==> src/rtl/gpio_debounce_bank_pkg.sv <==
// gpio_pkg: shared helpers for the GPIO debounce bank.
//   clog2_min1 : ceil(log2(v)), never less than 1 bit
//   deb_cnt_w  : width of a per-channel debounce counter
//   popcount   : number of set bits in a rise vector (up to POP_MAX_W channels)
package gpio_pkg;

  localparam int POP_MAX_W = 64;

  function automatic int clog2_min1(input int v);
    return (v <= 2) ? 1 : $clog2(v);
  endfunction

  // The counter only has to reach DEBOUNCE_CYCLES-1.
  function automatic int deb_cnt_w(input int cycles);
    return clog2_min1(cycles);
  endfunction

  function automatic int unsigned popcount(input logic [POP_MAX_W-1:0] v);
    int unsigned n;
    n = 0;
    for (int i = 0; i < POP_MAX_W; i++) begin
      n += {31'd0, v[i]};
    end
    return n;
  endfunction

endpackage

==> src/rtl/gpio_debounce_bank_if.sv <==
// gpio_debounce_bank_if: bundle of the bank's pin-side inputs and conditioned outputs.
//   master : drives raw_in, clr_flags, clr_count; observes the outputs
//   slave  : the debounce bank itself
interface gpio_debounce_bank_if #(
  parameter int CHANNELS = 8,
  parameter int CNT_W    = 16
);
  logic [CHANNELS-1:0] raw_in;
  logic [CHANNELS-1:0] clr_flags;
  logic                clr_count;
  logic [CHANNELS-1:0] level_out;
  logic [CHANNELS-1:0] rise_pulse;
  logic [CHANNELS-1:0] fall_pulse;
  logic [CHANNELS-1:0] event_flags;
  logic [CNT_W-1:0]    rise_count;

  modport master (
    output raw_in, clr_flags, clr_count,
    input  level_out, rise_pulse, fall_pulse, event_flags, rise_count
  );

  modport slave (
    input  raw_in, clr_flags, clr_count,
    output level_out, rise_pulse, fall_pulse, event_flags, rise_count
  );
endinterface

==> src/rtl/gpio_debounce_bank_chan.sv <==
// gpio_debounce_chan: one input channel.
//   clk, rst : clock, asynchronous active-high reset
//   raw_i    : raw asynchronous pin level
//   level_o  : debounced level (registered)
//   rise_o   : one-cycle pulse on accepted 0->1
//   fall_o   : one-cycle pulse on accepted 1->0
module gpio_debounce_chan
  import gpio_pkg::*;
#(
  parameter int SYNC_STAGES     = 2,
  parameter int DEBOUNCE_CYCLES = 50000
) (
  input  logic clk,
  input  logic rst,
  input  logic raw_i,
  output logic level_o,
  output logic rise_o,
  output logic fall_o
);

  localparam int CW = deb_cnt_w(DEBOUNCE_CYCLES);
  localparam logic [CW-1:0] CNT_LAST = CW'(DEBOUNCE_CYCLES - 1);

  logic [SYNC_STAGES-1:0] sync_q, sync_d;
  logic [CW-1:0]          cnt_q, cnt_d;
  logic                   level_q, level_d;
  logic                   rise_q, rise_d;
  logic                   fall_q, fall_d;
  logic                   synced;

  assign synced = sync_q[SYNC_STAGES-1];
  assign sync_d = {sync_q[SYNC_STAGES-2:0], raw_i};

  // The counter only runs while synced disagrees with the accepted level, so any
  // return to the old level before acceptance drops the count back to zero.
  always_comb begin
    cnt_d   = '0;
    level_d = level_q;
    rise_d  = 1'b0;
    fall_d  = 1'b0;
    if (synced != level_q) begin
      if (cnt_q == CNT_LAST) begin
        level_d = synced;
        rise_d  = synced;
        fall_d  = ~synced;
      end else begin
        cnt_d = cnt_q + 1'b1;
      end
    end
  end

  // Synchroniser / debounce / edge-pulse registers
  always_ff @(posedge clk or posedge rst) begin
    if (rst) begin
      sync_q  <= '0;
      cnt_q   <= '0;
      level_q <= 1'b0;
      rise_q  <= 1'b0;
      fall_q  <= 1'b0;
    end else begin
      sync_q  <= sync_d;
      cnt_q   <= cnt_d;
      level_q <= level_d;
      rise_q  <= rise_d;
      fall_q  <= fall_d;
    end
  end

  assign level_o = level_q;
  assign rise_o  = rise_q;
  assign fall_o  = fall_q;

endmodule

==> src/rtl/gpio_debounce_bank.sv <==
// gpio_debounce_bank: bank of CHANNELS debounced inputs with sticky rise flags
// and a saturating rise counter shared by all channels.
//   clk, rst : clock, asynchronous active-high reset
//   bus_io   : slave side of gpio_debounce_bank_if
//              (raw_in, clr_flags, clr_count in; level_out, rise_pulse,
//               fall_pulse, event_flags, rise_count out)
// CHANNELS must not exceed gpio_pkg::POP_MAX_W.
module gpio_debounce_bank
  import gpio_pkg::*;
#(
  parameter int CHANNELS        = 8,
  parameter int SYNC_STAGES     = 2,
  parameter int DEBOUNCE_CYCLES = 50000,
  parameter int CNT_W           = 16
) (
  input logic                  clk,
  input logic                  rst,
  gpio_debounce_bank_if.slave  bus_io
);

  // One spare bit beyond CNT_W per doubling of CHANNELS keeps the sum overflow-free.
  localparam int SUM_W = CNT_W + clog2_min1(CHANNELS + 1);
  localparam logic [SUM_W-1:0] SAT_LIM = {{(SUM_W-CNT_W){1'b0}}, {CNT_W{1'b1}}};

  logic [CHANNELS-1:0] level_w, rise_w, fall_w;
  logic [CHANNELS-1:0] flags_q, flags_d;
  logic [CNT_W-1:0]    count_q, count_d;
  logic [SUM_W-1:0]    sum;

  for (genvar g = 0; g < CHANNELS; g++) begin : g_chan
    gpio_debounce_chan #(
      .SYNC_STAGES     (SYNC_STAGES),
      .DEBOUNCE_CYCLES (DEBOUNCE_CYCLES)
    ) u_chan (
      .clk     (clk),
      .rst     (rst),
      .raw_i   (bus_io.raw_in[g]),
      .level_o (level_w[g]),
      .rise_o  (rise_w[g]),
      .fall_o  (fall_w[g])
    );
  end

  // A rise and a clear in the same cycle leave the flag set.
  always_comb begin
    flags_d = (flags_q & ~bus_io.clr_flags) | rise_w;
  end

  // clr_count zeroes the base but still counts rises arriving this cycle.
  always_comb begin
    sum     = (bus_io.clr_count ? '0 : SUM_W'(count_q))
            + SUM_W'(popcount(POP_MAX_W'(rise_w)));
    count_d = (sum > SAT_LIM) ? {CNT_W{1'b1}} : sum[CNT_W-1:0];
  end

  // Event flag / rise counter registers
  always_ff @(posedge clk or posedge rst) begin
    if (rst) begin
      flags_q <= '0;
      count_q <= '0;
    end else begin
      flags_q <= flags_d;
      count_q <= count_d;
    end
  end

  assign bus_io.level_out   = level_w;
  assign bus_io.rise_pulse  = rise_w;
  assign bus_io.fall_pulse  = fall_w;
  assign bus_io.event_flags = flags_q;
  assign bus_io.rise_count  = count_q;

endmodule

==> src/flat_wrapper.sv <==
// flat-port wrapper written by rule: the top's interface ports become plain ports
module gpio_debounce_bank_flat import gpio_pkg::*;
#(
  parameter int CHANNELS        = 8,
  parameter int SYNC_STAGES     = 2,
  parameter int DEBOUNCE_CYCLES = 50000,
  parameter int CNT_W           = 16
)
  (clk, rst, bus_io_raw_in, bus_io_clr_flags, bus_io_clr_count, bus_io_level_out, bus_io_rise_pulse, bus_io_fall_pulse, bus_io_event_flags, bus_io_rise_count);
  gpio_debounce_bank_if #(.CHANNELS(CHANNELS), .CNT_W(CNT_W)) bus_io_i ();
  input logic clk;
  input logic rst;
  input wire logic [$bits(bus_io_i.raw_in)-1:0] bus_io_raw_in;
  input wire logic [$bits(bus_io_i.clr_flags)-1:0] bus_io_clr_flags;
  input wire logic [$bits(bus_io_i.clr_count)-1:0] bus_io_clr_count;
  output wire logic [$bits(bus_io_i.level_out)-1:0] bus_io_level_out;
  output wire logic [$bits(bus_io_i.rise_pulse)-1:0] bus_io_rise_pulse;
  output wire logic [$bits(bus_io_i.fall_pulse)-1:0] bus_io_fall_pulse;
  output wire logic [$bits(bus_io_i.event_flags)-1:0] bus_io_event_flags;
  output wire logic [$bits(bus_io_i.rise_count)-1:0] bus_io_rise_count;
  assign bus_io_i.raw_in = bus_io_raw_in;
  assign bus_io_i.clr_flags = bus_io_clr_flags;
  assign bus_io_i.clr_count = bus_io_clr_count;
  assign bus_io_level_out = bus_io_i.level_out;
  assign bus_io_rise_pulse = bus_io_i.rise_pulse;
  assign bus_io_fall_pulse = bus_io_i.fall_pulse;
  assign bus_io_event_flags = bus_io_i.event_flags;
  assign bus_io_rise_count = bus_io_i.rise_count;
  gpio_debounce_bank #(.CHANNELS(CHANNELS), .SYNC_STAGES(SYNC_STAGES), .DEBOUNCE_CYCLES(DEBOUNCE_CYCLES), .CNT_W(CNT_W)) u_core (.clk(clk), .rst(rst), .bus_io(bus_io_i));
endmodule
==> config.mk <==
export PLATFORM = sky130hd
export DESIGN_NAME = gpio_debounce_bank_flat
export DESIGN_NICKNAME = d
export VERILOG_FILES = /design/src/rtl/gpio_debounce_bank_pkg.sv /design/src/rtl/gpio_debounce_bank_if.sv /design/src/rtl/gpio_debounce_bank_chan.sv /design/src/rtl/gpio_debounce_bank.sv /design/src/flat_wrapper.sv
export SDC_FILE = /design/constraint.sdc
export NUM_CORES = 1
export LEC_CHECK = 0
export ABC_CLOCK_PERIOD_IN_PS = 6400
export CAP_MARGIN = 40
export CORE_UTILIZATION = 50
export CTS_BUF_LIST = sky130_fd_sc_hd__clkbuf_16
export CTS_CLUSTER_DIAMETER = 150
export DETAILED_ROUTE_END_ITERATION = 7
export GPL_TIMING_DRIVEN = 0
export PLACE_DENSITY = 0.82
export SLEW_MARGIN = 25
export SYNTH_ARGS = -nofsm -noshare
export SYNTH_HDL_FRONTEND = slang
export SYNTH_SLANG_ARGS = --single-unit
==> constraint.sdc <==
create_clock -name clk -period 6.4 [get_ports clk]
set_input_delay 1.6 -clock clk [delete_from_list [all_inputs] [get_ports clk]]
set_output_delay 1.6 -clock clk [all_outputs]
set_load 0.05 [all_outputs]
==> flow_metrics.tcl, run 1 <==
set metrics [dict create \
    status "finished, final reports clean" \
    final_area_um2 10500 \
    grt_usage_pct 19.5 \
    path_cells "clkdlybuf4s50_1 -> clkbuf_1 -> nand2b_1 -> fa_1 -> fa_1 -> fa_1 -> inv_1 -> ha_1 -> inv_1 -> fa_1 -> nor2b_1 -> o31a_1 -> o2111a_1 -> nand2_1 -> buf_4 -> o21ai_0" \
    antenna_found_initial 0 \
    power_density_nw_per_um2 223 \
    cts_tree "yes" \
    clock_sinks 192 \
    grt_pass1_wl_um 28200 \
    seq_power_share_pct 53.0 \
    finalWorstSetupSlack_ns 0.714 \
    drt_first_pass_iters 6 \
    hold_path.class "flop to flop" \
    dpl_worst_slack_ns 0.325 \
    ys_seq_area_share_pct 54.1 \
    fin_crit_ns 5.69 \
    synth_top_area_share_pct 54.1 \
    worst-setup-path-type "primary input to flop" \
    syn_avg_cell_area_um2 10.3 \
    cp_max_fo 10 \
    synthTopCellsByArea "dfrtp_1 54%, xnor2_1 8.5%, nor2_1 6.6%, xor2_1 3.9%, and3_1 3.2%" \
    arrival_ns 6.03 \
    clk_pin_slew_worst_paths_ns 0.06 \
    wl_um 16400 \
    hold_viol 0 \
    cts_setup_buffers 0 \
    slew-limit-headroom_pct 58.4 \
    port_buffers 66 \
    antenna_cells 0 \
    ant_nets 0 \
    ctsHoldBuffers 0 \
    synth_ff_type "dfrtp_1" \
    cts.repair.resized 0 \
    cp_top_family "adder cells" \
    clkPwrFrac_pct 43.5 \
    hold_depth 0 \
    fin_crit_sh_pct 88.8 \
    yosys-top-cells-count "192 x dfrtp_1, 157 x nor2_1, 86 x xnor2_1, 50 x nand2_1, 46 x and3_1" \
    rows 48 \
    critPathMaxStageDelay_ns 0.67 \
    switchingPower_mw 0.512 \
    min-delay-start "u_core.g_chan[1].u_chan.sync_q[0]" \
    slowest_stage "clkdlybuf4s50_1" \
    grt_pass1_vias 6237 \
    num_vias 6114 \
    fp.coreArea_um2 17400 \
    p_comb_share_pct 3.5 \
    cp.required_ns 6.74 \
    seqCellArea_um2 4800 \
    path_buf_inv 5 \
    p_leak_nw 4.78 \
    clock-root-buffer "clkbuf_16" \
    yosys.area.top_type "dfrtp_1" \
    r2r_slack_ns 2.35 \
    fill_cells 1375 \
    gp_congestion 0.797 \
    swShare_pct 21.8 \
    wl_per_cell_um 13.7 \
    start_util_pct 51.2 \
    fmax_mhz 176 \
    syn-cell-area_um2 8890 \
    cp-end-kind "flop" \
    die_w_um 135 \
    die_h_um 135 \
    reg2reg_from "u_core.g_chan[1].u_chan.rise_o" \
    drv_slew 0 \
    grt-ovfl-total 0 \
    multi_input_area_um2 3680 \
    area_delta_synth_final_pct 18.4 \
    yosys_register_bits 192 \
    clockBufferDepth 2 \
    final_layout_size_suffix_gt1_share_pct 8.08 \
    synth_fp_nets 904 \
    worst_slew_pin_slew_ns 0.623 \
    rsz0062_at_grt "no" \
    critPathMostFrequentCell "fa_1" \
    cap_viol_max_count 0 \
    yosys_warnings 0 \
    routed_via_density 5.14 \
    drc 0 \
    setup_violations 0 \
    grt_max_degree 34 \
    synth_edf_count 0 \
    netlist_instances 861 \
    pin_count 67 \
    r2r_cells 15 \
    setup_tns_ns 0 \
    hpwl_um 11300 \
    dr.first_iter.drc_count 405 \
    die-area_um2 18300 \
    yosysMostFrequentCell "dfrtp_1" \
    p_int_mw 1.84 \
    htreeDepth 4 \
    synthArstFlopShare_pct 100 \
    start_kind "primary input" \
    cts_buffers 17 \
    reg2reg_to "u_core.bus_io.rise_count[4]" \
    min_to "u_core.g_chan[1].u_chan.sync_q[1]" \
    final_nets 995 \
    max-vdd-ir-drop_uv 231 \
    yosys.cell_types.count 43 \
    dpl_cell_area_um2 9950 \
    clk_latency_ns 0.43 \
    fin_skew_ns 0.0110 \
]
## logic make-up after synthesis
group | after synthesis | synth area share (%)
buf+inv | 79 | 4.50
flops | 192 | 54.1
mux | 9 | 1.13
compound gates | 35 | 2.46
xor+xnor | 126 | 12.4
simple gates | 396 | 21.7
fa+ha+maj | 24 | 3.72
## worst register-to-register path: stages, from the launching register on
cell and delay, ns:
dfrtp_1 0.41, ha_1 0.29, inv_1 0.08, fa_1 0.43, fa_1 0.51, fa_1 0.41, inv_1 0.08, ha_1 0.18
inv_1 0.06, fa_1 0.37, nor2b_1 0.23, o31a_1 0.34, o2111a_1 0.24, nand2_1 0.08, buf_4 0.19, o21ai_0 0.08
## routing by layer
| metal | wire, um | track usage (%) |
|---|---|---|
| met4 | 182 | 5.87 |
| met1 | 7500 | 24.8 |
| met2 | 8040 | 32.7 |
| met3 | 628 | 4.83 |
| met5 | 0 | 0 |
## final cells by class
type	instances	share of cell area, %
buffer	36	2.27
clock buffer	17	4.04
clock inverter	15	1.38
inverter	43	1.57
multi-input combinational	590	35.0
sequential	192	45.6
tap	225	2.67
timing repair buffer	72	7.42
## flip-flops by register name, indices dropped and copies added (netlist names)
name and count:
u_core.bus_io.event_flags 8, u_core.bus_io.rise_count 16, u_core.g_chan.u_chan.cnt_q 128, u_core.g_chan.u_chan.fall_o 8, u_core.g_chan.u_chan.level_o 8, u_core.g_chan.u_chan.rise_o 8
u_core.g_chan.u_chan.sync_q 16
## placed cells by master, fill, tap and decap left out, types with 2 or more instances in the layout
cell type / netlist / routed
clkdlybuf4s50_1: 0 / 66
xnor2_1: 86 / 86
o21a_1: 2 / 2
buf_2: 8 / 8
a21oi_1: 4 / 4
dfrtp_1: 192 / 192
nor2_1: 157 / 157
nand2b_1: 4 / 4
clkbuf_1: 3 / 3
clkbuf_16: 0 / 17
buf_4: 25 / 25
o21ai_0: 17 / 17
buf_12: 0 / 6
nor2b_1: 10 / 10
nor3b_1: 16 / 16
nand3_1: 35 / 35
clkinv_2: 0 / 2
clkinv_4: 0 / 4
bufinv_16: 0 / 2
fa_1: 4 / 4
nor4b_1: 8 / 8
nand4_1: 19 / 19
ha_1: 20 / 20
or3_1: 5 / 5
inv_6: 0 / 2
clkinv_1: 0 / 3
nor3_1: 37 / 37
a31oi_1: 2 / 2
inv_1: 43 / 43
nand2_1: 50 / 50
xor2_1: 40 / 40
mux2_2: 8 / 8
and3_1: 46 / 46
a21o_1: 3 / 3
clkinvlp_4: 0 / 2
## worst max-delay path by stage
| stage | startpoint | end | cells after the start |
|---|---|---|---|
| floorplan | bus_io_clr_count | u_core.bus_io.rise_count[6] | 15 |
| global placement | bus_io_clr_count | u_core.bus_io.rise_count[2] | 16 |
| detailed placement | bus_io_clr_count | u_core.bus_io.rise_count[2] | 16 |
| CTS | bus_io_clr_count | u_core.bus_io.rise_count[2] | 16 |
| global route | bus_io_clr_count | u_core.bus_io.rise_count[2] | 16 |
| finish | bus_io_clr_count | u_core.bus_io.rise_count[4] | 16 |
## power groups by stage
stage | clock [mW] | combinational, mW | sequential [mW]
final | 1.02 | 0.0829 | 1.24
after global routing | 1.09 | 0.0944 | 1.25
after CTS | 1.05 | 0.0856 | 1.24
after detailed placement | 0 | 0.0840 | 1.27
after global placement | 0 | 0.0722 | 1.27
after floorplan | 0 | 0.0479 | 1.26
## through the flow
stage	util (%)	hold WS (ns)	total power [mW]	std cells
after floorplan	-	0.331	1.31	861
after global placement	56.7	0.333	1.34	1152
after detailed placement	57.4	0.336	1.35	1158
after global routing	60.6	0.360	2.43	1190
after CTS	60.6	0.350	2.38	1190
final	60.6	0.348	2.35	1190
Note: power is estimated with default switching activity, not from simulation.
==> run 2: changes to the inputs <==
CORE_UTILIZATION = 53   (was 50)
PLACE_DENSITY = 0.85   (was 0.82)
==> flow_metrics.tcl, run 2 (synthesis gave the netlist of run 1 again) <==
set metrics [dict create \
    critPathMaxStageDelay_ns 0.67 \
    final_nets 995 \
    largest-register "u_core.g_chan.u_chan.cnt_q" \
    worst_slew_pin_slew_ns 0.528 \
    seq_power_share_pct 53.1 \
    antenna_found_initial 0 \
    power_density_nw_per_um2 223 \
    drv_slew 0 \
    fp.coreArea_um2 16100 \
    power_mw 2.34 \
    rows 46 \
    clock_sinks 192 \
    path_buf_inv 5 \
    post-route-util_pct 65.2 \
    die-area_um2 17300 \
    slowest_stage "clkdlybuf4s50_1" \
    cts.repair.resized 0 \
    cts_setup_buffers 0 \
    largest_reg_flops 128 \
    die_h_um 132 \
    drt-met1-wl_um 7410 \
    r2r_slack_ns 2.31 \
    p_int_mw 1.83 \
    fin_crit_ns 5.73 \
    cp_max_fo 10 \
    final_area_um2 10500 \
    die_w_um 132 \
    stdcell_count 1181 \
    final_cell_mix "192 x dfrtp_1, 157 x nor2_1, 86 x xnor2_1" \
    ant_nets 0 \
    p_leak_nw 4.78 \
    placedCellCount 1149 \
    wl_um 15700 \
    fill_cells 1235 \
    hpwl_um 11100 \
    switchingPower_mw 0.507 \
    setup_tns_ns 0 \
    area_delta_synth_final_pct 18.3 \
    cp_top_family "adder cells" \
    gp_congestion 0.802 \
    cp.required_ns 6.73 \
    rsz0062_at_grt "no" \
    clockBufferDepth 2 \
    grt_pass1_vias 6143 \
    clock-root-buffer "clkbuf_16" \
    path_cells "clkdlybuf4s50_1 -> clkbuf_1 -> nand2b_1 -> fa_1 -> fa_1 -> fa_1 -> inv_1 -> ha_1 -> inv_1 -> fa_1 -> nor2b_1 -> o31a_1 -> o2111a_1 -> nand2_1 -> buf_4 -> o21ai_0" \
    max-vdd-ir-drop_uv 198 \
    ctsHoldBuffers 0 \
    grt-ovfl-total 0 \
    drt_first_pass_iters 4 \
    setup_violations 0 \
    grt_max_degree 33 \
    clkPwrFrac_pct 43.4 \
    dpl_cell_area_um2 9940 \
    pin_count 67 \
    grt_pass1_wl_um 27700 \
    clk_latency_ns 0.44 \
    status "finished, final reports clean" \
    num_vias 6091 \
    arrival_ns 6.05 \
    critPathMostFrequentCell "fa_1" \
    worst-setup-path-type "primary input to flop" \
    start_kind "primary input" \
    top_layer "met4" \
    dr_wl_met3_um 508 \
    routed_via_density 5.16 \
    met2WireLength_um 7570 \
    start_util_pct 55.2 \
    swShare_pct 21.6 \
    grt_usage_pct 19.8 \
    port_buffers 66 \
    wl_per_cell_um 13.3 \
    clk_pin_slew_worst_paths_ns 0.07 \
    dr.first_iter.drc_count 468 \
    fin_skew_ns 0.00659 \
    hold_path.class "flop to flop" \
    cp-end-kind "flop" \
    final_layout_size_suffix_gt1_share_pct 8.08 \
    hold_viol 0 \
    cap_viol_max_count 0 \
    final_common_cell "dfrtp_1" \
    cts_tree "yes" \
    antenna_cells 0 \
    drc 0 \
    fmax_mhz 175 \
    cts_buffers 17 \
    p_comb_share_pct 3.5 \
    slew-limit-headroom_pct 64.7 \
    fin_crit_sh_pct 89.5 \
    htreeDepth 4 \
]
## run 2: cell count changes in the layout (fill, tap and decap cells not counted)
cell        change
clkinvlp_4      +3
clkinv_4        -2
clkinv_1        -2
clkinv_2        -1
inv_1           +2
## run 2: power by group through the flow
stage / Clock, mW / Sequential (mW) / Combinational, mW
after floorplan: 0 / 1.26 / 0.0479
after global placement: 0 / 1.27 / 0.0724
after detailed placement: 0 / 1.27 / 0.0837
after CTS: 1.04 / 1.24 / 0.0838
after global routing: 1.09 / 1.25 / 0.0935
final: 1.02 / 1.24 / 0.0809
## run 2: routing by layer
metal  vias up  global-route usage, %
met1      2972                   25.4
li1       3011                      -
met3        15                   4.21
met4         0                   7.30
met2        93                   33.0
met5         -                      0
## run 2: stage by stage
| step | hold WS [ns] | setup slack, ns |
|---|---|---|
| 4_1_cts | 0.350 | 0.678 |
| 3_5_place_dp | 0.335 | 0.331 |
| 2_1_floorplan | 0.331 | 1.50 |
| 3_3_place_gp | 0.333 | 0.374 |
| 6_report | 0.348 | 0.675 |
| 5_1_grt | 0.362 | 0.360 |
## run 2: layout make-up
type | count | area, um2 | share of cell area [%]
tap | 216 | 270 | 2.57
buffer | 36 | 239 | 2.27
inverter | 43 | 165 | 1.57
clock inverter | 15 | 145 | 1.38
multi-input combinational | 590 | 3680 | 35.0
clock buffer | 17 | 425 | 4.05
timing repair buffer | 72 | 781 | 7.43
sequential | 192 | 4800 | 45.7
## run 2: worst register-to-register path: stages (launching register included)
cell and delay, ns:
dfrtp_1 0.42, ha_1 0.30, inv_1 0.08, fa_1 0.42
fa_1 0.51, fa_1 0.40, inv_1 0.07, ha_1 0.16
inv_1 0.06, fa_1 0.39, nor2b_1 0.22, o31a_1 0.34
o2111a_1 0.24, nand2_1 0.08, buf_4 0.19, o21ai_0 0.12
## run 2: final timing paths
| path | from | endpoint | depth (start not counted) |
|---|---|---|---|
| worst max-delay path | bus_io_clr_count | u_core.bus_io.rise_count[6] | 16 |
| worst min-delay path | u_core.g_chan[4].u_chan.sync_q[0] | u_core.g_chan[4].u_chan.sync_q[1] | 0 |
| worst max register to register | u_core.g_chan[1].u_chan.rise_o | u_core.bus_io.rise_count[6] | 15 |
| worst min register to register | u_core.g_chan[4].u_chan.sync_q[0] | u_core.g_chan[4].u_chan.sync_q[1] | 0 |
| max in group asynchronous | rst | u_core.g_chan[3].u_chan.cnt_q[9] | 5 |
| min in group asynchronous | rst | u_core.bus_io.event_flags[6] | 2 |
==> run 3: changes to the inputs <==
--- a/config.mk
+++ b/config.mk
@@ -13,4 +13,5 @@
 export DETAILED_ROUTE_END_ITERATION = 7
 export GPL_TIMING_DRIVEN = 0
+export MAX_ROUTING_LAYER = met4
 export PLACE_DENSITY = 0.85
 export SLEW_MARGIN = 25
==> constraint.sdc (replaced) <==
create_clock -name clk -period 6.4 [get_ports clk]
set_input_delay 0.96 -clock clk [delete_from_list [all_inputs] [get_ports clk]]
set_output_delay 0.96 -clock clk [all_outputs]
set_load 0.05 [all_outputs]
==> flow_metrics.tcl, run 3 (synthesis gave the netlist of run 1 again) <==
set metrics [dict create \
    status "finished, final reports clean" \
    clock-root-buffer "clkbuf_16" \
    die-area_um2 17300 \
    clk_latency_ns 0.44 \
    p_comb_share_pct 3.4 \
    port_buffers 66 \
    slew-limit-headroom_pct 64.6 \
    grt_pass1_wl_um 27900 \
    final_area_um2 10400 \
    fill_cells 1262 \
    power_density_nw_per_um2 221 \
    drv_slew 0 \
    cts_tree "yes" \
    htreeDepth 4 \
    cts_setup_buffers 0 \
    largest_reg_flops 128 \
    wl_um 15800 \
    clkPwrFrac_pct 42.7 \
    swShare_pct 22.2 \
    final_nets 991 \
    drt_first_pass_iters 4 \
    hpwl_um 11000 \
    fp.coreArea_um2 16100 \
    cp_max_fo 10 \
    ctsHoldBuffers 0 \
    cap_viol_max_count 0 \
    area_delta_synth_final_pct 17.3 \
    seq_power_share_pct 54.0 \
    clk_pin_slew_worst_paths_ns 0.07 \
    hold_viol 0 \
    grt-ovfl-total 0 \
    final_cell_mix "192 x dfrtp_1, 157 x nor2_1, 86 x xnor2_1" \
    largest-register "u_core.g_chan.u_chan.cnt_q" \
    post-route-util_pct 64.7 \
    die_h_um 132 \
    path_buf_inv 5 \
    grt_max_degree 76 \
    arrival_ns 5.39 \
    clock_sinks 192 \
    cp_top_family "adder cells" \
    ant_nets 0 \
    pin_count 67 \
    setup_violations 0 \
    worst_slew_pin_slew_ns 0.530 \
    clockBufferDepth 2 \
    critPathMaxStageDelay_ns 0.69 \
    hold_slack_ns 0.350 \
    cp-end-kind "flop" \
    stdcell_count 1177 \
    num_vias 6173 \
    final_common_cell "dfrtp_1" \
    drc 0 \
    worst-setup-path-type "primary input to flop" \
    switchingPower_mw 0.511 \
    cts_buffers 17 \
    gp_congestion 0.818 \
    placedCellCount 1145 \
    rows 46 \
    start_util_pct 55.2 \
    p_leak_nw 4.75 \
    seqCellArea_um2 4800 \
    grt_usage_pct 20.4 \
    critPathMostFrequentCell "fa_1" \
    dr.first_iter.drc_count 271 \
    grt_pass1_vias 6117 \
    routed_via_density 5.24 \
    die_w_um 132 \
    cp.required_ns 6.75 \
    path_cells "clkdlybuf4s50_1 -> clkbuf_1 -> nand2b_1 -> fa_1 -> fa_1 -> fa_1 -> inv_1 -> ha_1 -> inv_1 -> fa_1 -> nor2b_1 -> o31a_1 -> o2111a_1 -> nand2_1 -> buf_4 -> o21ai_0" \
    max-vdd-ir-drop_uv 206 \
    start_kind "primary input" \
    power_mw 2.30 \
    slowest_stage "clkdlybuf4s50_1" \
    antenna_cells 0 \
    fin_skew_ns 0.0100 \
    hold_path.class "flop to flop" \
    multi_input_area_um2 3680 \
    wl_per_cell_um 13.4 \
    antenna_found_initial 0 \
    fin_crit_ns 5.04 \
    fin_crit_sh_pct 78.7 \
    dpl_cell_area_um2 9880 \
    p_int_mw 1.79 \
    fmax_mhz 199 \
    rsz0062_at_grt "no" \
    final_layout_size_suffix_gt1_share_pct 8.01 \
    cts.repair.resized 0 \
]
==> run 3: path summary, 6_finish.rpt <==
path	cells after the start	endpoint	slack [ns]	from
setup reg to reg	15	u_core.bus_io.rise_count[6]	2.38	u_core.g_chan[1].u_chan.rise_o
hold reg to reg	0	u_core.g_chan[6].u_chan.sync_q[1]	0.35	u_core.g_chan[6].u_chan.sync_q[0]
hold / removal	0	u_core.g_chan[6].u_chan.sync_q[1]	0.35	u_core.g_chan[6].u_chan.sync_q[0]
max in group asynchronous	3	u_core.g_chan[3].u_chan.cnt_q[9]	4.75	rst
setup / recovery	16	u_core.bus_io.rise_count[6]	1.36	bus_io_clr_count
min in group asynchronous	2	u_core.bus_io.event_flags[7]	0.96	rst
==> run 3: per-layer routing <==
layer	part of all wire [%]	wire, um	GRT usage (%)	up-vias
li1	-	-	-	3005
met1	45	7190	26.0	3049
met2	49	7820	32.5	102
met3	3.8	597	3.94	17
met4	1.2	195	7.43	0
met5	0	0	-	-
==> run 3: through the flow <==
stage,setup slack [ns],setup TNS (ns)
finish,1.36,0
global route,1.06,0
CTS,1.35,0
detailed placement,0.923,0
global placement,-2.11,-403.17
floorplan,0.213,0
==> run 3: power by group through the flow <==
stage          clock network (mW)  registers, mW  logic (mW)
3_3_place_gp                    0           1.27      0.0723
6_report                    0.983           1.24      0.0777
3_5_place_dp                    0           1.27      0.0798
5_1_grt                      1.06           1.24      0.0894
4_1_cts                      1.00           1.24      0.0804
2_1_floorplan                   0           1.26      0.0477
==> run 3: layout make-up <==
cell class                 instances  area share [%]
sequential                       192            46.1
multi-input combinational        590            35.3
timing repair buffer              68            6.86
clock buffer                      17            4.08
tap                              216            2.59
buffer                            36            2.29
inverter                          43            1.62
clock inverter                    15            1.15
